## config.mk

```make
export PLATFORM = sky130hd
export DESIGN_NAME = branch_predictor
export DESIGN_NICKNAME = d
export VERILOG_FILES = /design/src/rtl/branch_predictor.sv
export SDC_FILE = /design/constraint.sdc
export NUM_CORES = 1
export LEC_CHECK = 0
export CORE_ASPECT_RATIO = 0.7
export CORE_MARGIN = 3
export CORE_UTILIZATION = 25
export CTS_CLUSTER_SIZE = 16
export DETAILED_ROUTE_END_ITERATION = 10
export GPL_TIMING_DRIVEN = 1
export PLACE_DENSITY = 0.46
export REMOVE_ABC_BUFFERS = 1
export SLEW_MARGIN = 30
export SYNTH_ARGS = -nofsm -noshare
export SYNTH_HDL_FRONTEND = slang
export SYNTH_SLANG_ARGS = --single-unit
```

## constraint.sdc

```tcl
create_clock -name clk -period 7.2 [get_ports clk]
set_input_delay 1.44 -clock clk [delete_from_list [all_inputs] [get_ports clk]]
set_output_delay 1.44 -clock clk [all_outputs]
set_load 0.02 [all_outputs]
```

## src/rtl/branch_predictor.sv

```systemverilog
// Fetch-side branch direction predictor built on a table of 2-bit saturating counters.
// The table is trained by branch resolution, and a mispredict flushes the in-flight prediction.
// Branch and mispredict statistics counters saturate at all-ones.
// Optional feature: define BP_GSHARE_EN to XOR a global history register into the index (gshare).
module branch_predictor #(
  parameter int unsigned PC_W  = 16,
  parameter int unsigned IDX_W = 6,
  parameter int unsigned CNT_W = 16
) (
  input  logic             clk,
  input  logic             rst,
  input  logic             fetch_valid,
  input  logic [PC_W-1:0]  fetch_pc,
  input  logic             fetch_stall,
  output logic             pred_valid,
  output logic             pred_taken,
  output logic [IDX_W-1:0] pred_idx,
  input  logic             res_valid,
  input  logic [IDX_W-1:0] res_idx,
  input  logic             res_taken,
  input  logic             res_miss,
  output logic [CNT_W-1:0] branch_cnt,
  output logic [CNT_W-1:0] miss_cnt
);

  localparam int unsigned DEPTH = 32'(1) << IDX_W;

  logic [1:0]       r_ctr [DEPTH];
  logic             r_pred_valid;
  logic             r_pred_taken;
  logic [IDX_W-1:0] r_pred_idx;
  logic [CNT_W-1:0] r_branch_cnt;
  logic [CNT_W-1:0] r_miss_cnt;

  logic [IDX_W-1:0] w_pc_idx;
  logic [IDX_W-1:0] w_idx;
  logic             w_actual;
  logic [1:0]       w_old;
  logic [1:0]       w_new;
  logic             w_bypass;
  logic [1:0]       w_rd;
  logic             w_flush;
  logic             w_unused_pc;

  assign w_pc_idx    = fetch_pc[IDX_W-1:0];
  assign w_unused_pc = ^fetch_pc[PC_W-1:IDX_W];

`ifdef BP_GSHARE_EN
  logic [IDX_W-1:0] r_ghr;

  assign w_idx = w_pc_idx ^ r_ghr;

  // Global history: shift in each resolved outcome
  always_ff @(posedge clk) begin
    if (rst) begin
      r_ghr <= '0;
    end else if (res_valid) begin
      r_ghr <= {r_ghr[IDX_W-2:0], w_actual};
    end
  end
`else
  assign w_idx = w_pc_idx;
`endif

  assign w_actual = res_taken ^ res_miss;
  assign w_old    = r_ctr[res_idx];
  assign w_flush  = res_valid && res_miss;

  // Saturating counter update for the resolving entry
  always_comb begin
    w_new = w_old;
    if (w_actual) begin
      if (w_old != 2'b11) w_new = w_old + 2'd1;
    end else begin
      if (w_old != 2'b00) w_new = w_old - 2'd1;
    end
  end

  // Write-first bypass when fetch reads the entry being trained
  assign w_bypass = fetch_valid && res_valid && (res_idx == w_idx);
  assign w_rd     = w_bypass ? w_new : r_ctr[w_idx];

  // Counter table: reset to weakly not-taken, one write per cycle
  always_ff @(posedge clk) begin
    if (rst) begin
      for (int unsigned i = 0; i < DEPTH; i++) begin
        r_ctr[IDX_W'(i)] <= 2'b01;
      end
    end else if (res_valid) begin
      r_ctr[res_idx] <= w_new;
    end
  end

  // Prediction register with stall hold and mispredict flush
  always_ff @(posedge clk) begin
    if (rst) begin
      r_pred_valid <= 1'b0;
      r_pred_taken <= 1'b0;
      r_pred_idx   <= '0;
    end else begin
      if (!fetch_stall) begin
        r_pred_valid <= fetch_valid;
        if (fetch_valid) begin
          r_pred_taken <= w_rd[1];
          r_pred_idx   <= w_idx;
        end
      end
      if (w_flush) r_pred_valid <= 1'b0;
    end
  end

  // Saturating statistics counters
  always_ff @(posedge clk) begin
    if (rst) begin
      r_branch_cnt <= '0;
      r_miss_cnt   <= '0;
    end else if (res_valid) begin
      if (r_branch_cnt != '1) r_branch_cnt <= r_branch_cnt + CNT_W'(1);
      if (res_miss && (r_miss_cnt != '1)) r_miss_cnt <= r_miss_cnt + CNT_W'(1);
    end
  end

  assign pred_valid = r_pred_valid;
  assign pred_taken = r_pred_taken;
  assign pred_idx   = r_pred_idx;
  assign branch_cnt = r_branch_cnt;
  assign miss_cnt   = r_miss_cnt;

endmodule

```

==> flow_metrics.tcl, run 1 <==
set metrics [dict create \
    dieArea_um2 39800 \
    drtIter0Drc 623 \
    hold_buffers 0 \
    p_per_area_nw_per_um2 212 \
    grt.total_usage_pct 14.9 \
    first_global_vias 6527 \
    slew_headroom_pct 33.9 \
    power.switching_fraction_pct 28.1 \
    hold_path.class "flip-flop to flip-flop" \
    reg2reg_depth 8 \
    min_from "pred_idx[3]$_SDFFE_PP0P_" \
    grt_pass1_wl_mm 44.1 \
    viasPerCell 5.07 \
    gp_congestion 0.807 \
    htreeDepth 4 \
    hold_violations 0 \
    nNetsFinal 878 \
    grt_max_degree 63 \
    rr_startpoint "r_ctr[42][0]$_SDFFCE_PN1P_" \
    antenna_left 0 \
    place_area_um2 10200 \
    synthToLayoutAreaGrowth_pct 15.6 \
    die_y_um 168 \
    pwr-share-clk_pct 38.8 \
    grt_overflow_total 0 \
    clock_latency_ns 0.44 \
    core_area_um2 36400 \
    reg2reg_slack_ns 3.67 \
    clock_skew_ns 0.0143 \
    crit_fanout 24 \
    tightest_slew_ns 0.986 \
    drive_gt1_share_pct 21.7 \
    postSynthAreaPerCell_um2 11.3 \
    power_mw 2.29 \
    min_to "pred_idx[3]$_SDFFE_PP0P_" \
    cts.sinks 168 \
    num_rows 58 \
    peakVddDrop_mv 0.175 \
    clockBufferDepth 2 \
    utilization_pct 29.7 \
    post_cts_buffers 0 \
    arrival_ns 5.69 \
    setup_viol 0 \
    path_clk_slew_ns 0.07 \
    critPathRequiredTime_ns 7.36 \
    power_leakage_nw 3.36 \
    synth_edf_count 128 \
    synth-seq-cells 168 \
    cp_cell_sequence "clkdlybuf4s50_1, nand3b_1, buf_4, a21oi_1, o41ai_1, o2111a_1, nand3_2, o21bai_4, buf_12, nor3_1" \
    ys.flop_type "edfxtp_1" \
    port_buffers 58 \
    fmax_ghz 0.181 \
    ys_seq_area_share_pct 49.7 \
    die-width_um 237 \
    final_common_cell "edfxtp_1" \
    slowest_stage "clkdlybuf4s50_1" \
    max_cap_viol_count 0 \
    antenna_found_initial 0 \
    cts-root-buf "clkbuf_16" \
    period_share_pct 76.8 \
    p_int_mw 1.65 \
    cts-resized-gates 0 \
    rsz0062_at_grt "false" \
    outcome "finished, final reports clean" \
    fin_crit_ns 5.53 \
    stdcell_area_um2 10800 \
    drc 0 \
    num_io_pins 69 \
    dp_hpwl_mm 19.7 \
    dr.pass1.iters 5 \
    slowest_delay_ns 1.02 \
    timing.rr.end "r_ctr[1][1]$_SDFFCE_PN0P_" \
    wirelength_mm 29.4 \
    holdWs_ns 0.457 \
    via_count 6799 \
    worstSetupPathType "input port to flip-flop" \
    combPwrFrac_pct 14.5 \
    cts_tree "built" \
    layout_common_cells "128 x edfxtp_1, 83 x nand2_1, 58 x nor2_1, 55 x clkdlybuf4s50_1, 52 x nand3_1" \
    syn_area_um2 9340 \
    worstSetupStartpointType "input port" \
    initial_utilization_pct 25.7 \
    async_reset_ff_share_pct 0 \
    final_max_slew_viol_count 0 \
    yosysUniqueCellTypes 65 \
    synth_warnings 0 \
    netlist_instances 827 \
    fin_setup_tns_ns 0 \
    min_delay_path_depth 2 \
    wl_per_cell_um 21.9 \
    num_antenna_cells 0 \
    critPathCaptureType "flip-flop" \
    power_frac_seq_pct 46.7 \
    cts_buffers 17 \
    p_switching_mw 0.645 \
]
[power by group through the flow]
stage / combinational (mW) / clock (mW) / sequential (mW)
3_5_place_dp: 0.329 / 0 / 1.09
6_report: 0.333 / 0.890 / 1.07
3_3_place_gp: 0.328 / 0 / 1.09
4_1_cts: 0.331 / 0.909 / 1.07
2_1_floorplan: 0.167 / 0 / 1.09
5_1_grt: 0.353 / 0.940 / 1.07
[per-layer routing]
layer,global-route usage (%),up-vias,part of all wire (%)
met5,0,-,0
met1,23.2,3472,51
li1,-,3103,-
met4,3.62,0,1.4
met2,19.9,201,40
met3,4.26,23,7.3
[registers in the layout, indices dropped and copies added (netlist names)]
| register | count |
|---|---|
| pred_valid | 1 |
| miss_cnt | 16 |
| branch_cnt | 16 |
| r_ctr | 128 |
| pred_idx | 6 |
| pred_taken | 1 |
[cells by family after synthesis]
family	Yosys count	share of synthesized area (%)
adders and majority gates	4	0.495
DFF	168	49.7
muxes	54	10.2
AOI/OAI and AO/OA	118	8.82
and+or+nand+nor	372	22.5
xor gates and xnor gates	30	2.81
buffers and inverters	81	5.44
[critical path: cells and delay by family]
family,cells,cell delay (ns)
buffers and inverters,3,1.62
AOI/OAI and AO/OA,4,2.15
and+or+nand+nor,3,0.43
[cells in the mapped netlist, drive strengths merged (13+ instances only)]
master,number,area (µm²)
a21o,38,285
a21oi,23,119
buf,43,365
clkbuf,33,124
dfxtp,40,801
edfxtp,128,3840
mux2i,13,130
mux4,32,724
nand2,83,312
nand2b,15,93.8
nand3,53,270
nor2,66,253
nor3,71,601
or2,24,150
xor2,19,166
[area by class of cell]
type                       count  area (µm²)
timing repair buffer          77         748
fill                        3712       25600
tap                          480         601
clock buffer                  22         485
sequential                   168        4640
multi-input combinational    578        4240
clock inverter                10        63.8
inverter                       5        18.8
[stage by stage]
step | cells | setup WS (ns)
2_1_floorplan | 751 | 0.241
3_3_place_gp | 1308 | 1.44
3_5_place_dp | 1308 | 1.43
4_1_cts | 1340 | 1.90
5_1_grt | 1340 | 1.65
6_report | 1340 | 1.67
[worst max-delay path by stage]
stage | from | end
after global placement | res_idx[4] | r_ctr[23][1]$_SDFFCE_PN0P_
after detailed placement | res_idx[5] | r_ctr[23][1]$_SDFFCE_PN0P_
after global routing | res_idx[5] | r_ctr[23][1]$_SDFFCE_PN0P_
final | res_idx[4] | r_ctr[1][1]$_SDFFCE_PN0P_
after CTS | res_idx[5] | r_ctr[1][1]$_SDFFCE_PN0P_
after floorplan | res_idx[1] | r_ctr[0][1]$_SDFFCE_PN0P_
No activity file was read; power rests on OpenSTA's default activity.
==> run 2: changes to the inputs <==
==> constraint.sdc (replaced) <==
create_clock -name clk -period 5.12 [get_ports clk]
set_input_delay 1.024 -clock clk [delete_from_list [all_inputs] [get_ports clk]]
set_output_delay 1.024 -clock clk [all_outputs]
set_load 0.02 [all_outputs]
==> run 2 against run 1 <==
Combinational power is 45% higher. Critical path depth down 1. Routed wire length rose by 2.0%. Setup slack worse by 0.99 ns. Final cell count increased by 2.1%. Via count is 2.2% higher. Hold slack got worse by 0.0019 ns. Highest routed layer unchanged.
==> flow_metrics.tcl, run 2 (synthesis gave the netlist of run 1 again) <==
set metrics [dict create \
    setup_viol 0 \
    cts_buffers 17 \
    tightest_slew_ns 0.933 \
    dieArea_um2 39800 \
    dr.pass1.iters 5 \
    grt_overflow_total 0 \
    critPathRequiredTime_ns 5.28 \
    final_max_slew_viol_count 0 \
    num-fill-cells 3668 \
    initial_utilization_pct 25.7 \
    fin_cells 1368 \
    drc 0 \
    fin_crit_ns 4.44 \
    htreeDepth 4 \
    critPathCaptureType "flip-flop" \
    cp_cell_sequence "clkdlybuf4s50_1, inv_1, a221o_1, a21oi_1, o211ai_1, or4_4, o21bai_4, buf_12, nor3_1" \
    num_antenna_cells 0 \
    post_cts_buffers 0 \
    fin_setup_tns_ns 0 \
    grt_max_degree 80 \
    drtIter0Drc 763 \
    arrival_ns 4.60 \
    clock_latency_ns 0.45 \
    max_cap_viol_count 0 \
    first_global_vias 6582 \
    final_common_cell "edfxtp_1" \
    num_rows 58 \
    clock_skew_ns 0.0190 \
    peakVddDrop_mv 0.246 \
    period_share_pct 86.7 \
    layout_common_cells "128 x edfxtp_1, 83 x nand2_1, 62 x nor2_1, 55 x clkdlybuf4s50_1, 52 x nand3_1" \
    outcome "finished, final reports clean" \
    power_mw 3.28 \
    slew_headroom_pct 37.8 \
    top_register "r_ctr" \
    viasPerCell 5.08 \
    cts-resized-gates 0 \
    wirelength_mm 30.0 \
    fmax_ghz 0.225 \
    core_area_um2 36400 \
    hold_violations 0 \
    clockBufferDepth 2 \
    cts-root-buf "clkbuf_16" \
    slowest_delay_ns 0.91 \
    wl_per_cell_um 21.9 \
    path_clk_slew_ns 0.06 \
    hold_buffers 0 \
    via_count 6947 \
    largest_reg_flops 128 \
    crit_fanout 25 \
    port_buffers 58 \
    die-width_um 237 \
    grt_pass1_wl_mm 44.8 \
    worstSetupStartpointType "input port" \
    antenna_left 0 \
    synthToLayoutAreaGrowth_pct 17.9 \
    dp.cells 1336 \
    power_leakage_nw 3.51 \
    slowest_stage "clkdlybuf4s50_1" \
    cts.sinks 168 \
    num_io_pins 69 \
    die_y_um 168 \
    dp_hpwl_mm 21.1 \
    p_per_area_nw_per_um2 298 \
    gp_congestion 0.851 \
    hold_path.class "flip-flop to flip-flop" \
    cts_tree "built" \
    grt.total_usage_pct 15.2 \
    nNetsFinal 906 \
    drive_gt1_share_pct 23.8 \
    antenna_found_initial 0 \
    worstSetupPathType "input port to flip-flop" \
    rsz0062_at_grt "false" \
]
## run 2: where the power goes
group	switching [mW]	internal, mW
sequential	0.0199	1.49
combinational	0.314	0.169
clock	0.553	0.735
total	0.887	2.39
## run 2: path summary, 6_finish.rpt
check                           slack, ns                          to                       start  cells after the start
worst min register to register       0.46    pred_idx[0]$_SDFFE_PP0P_    pred_idx[0]$_SDFFE_PP0P_                      2
worst max-delay path                 0.68  r_ctr[50][1]$_SDFFCE_PN0P_                  res_idx[0]                      9
worst max register to register       1.92  r_ctr[50][1]$_SDFFCE_PN0P_  r_ctr[39][1]$_SDFFCE_PN0P_                      8
worst min-delay path                 0.46    pred_idx[0]$_SDFFE_PP0P_    pred_idx[0]$_SDFFE_PP0P_                      2
## run 2: layer usage
metal  GRT usage [%]  share of wire (%)  vias to the layer above
met1            24.0                 51                     3497
met4            3.81                1.4                        0
met3            4.56                8.6                       27
met2            19.6                 39                      257
li1                -                  -                     3166
met5               0                  0                        -
## run 2: worst max-delay path: cells and delay by family
family	cells	cell delay [ns]
AO/OA/AOI/OAI	4	1.25
buffers and inverters	3	1.70
AND/OR/NAND/NOR	2	0.57
## run 2: metrics by stage
stage          instance area, µm²  setup WS (ns)  util (%)  hold slack, ns
2_1_floorplan                8850          -1.42         -           0.528
3_3_place_gp                10400          0.323      28.7           0.444
3_5_place_dp                10400          0.298      28.7           0.451
4_1_cts                     11000          0.770      30.3           0.460
5_1_grt                     11000          0.590      30.3           0.473
6_report                    11000          0.679      30.3           0.455
## run 2: area by class of cell
cell class | count | area (µm²) | area share (%)
Clock inverter | 5 | 28.8 | 0.261
Clock buffer | 27 | 548 | 4.97
Sequential cell | 168 | 4640 | 42.2
Tap cell | 480 | 601 | 5.45
Multi-Input combinational cell | 578 | 4220 | 38.3
Inverter | 5 | 18.8 | 0.170
Timing Repair Buffer | 105 | 958 | 8.70
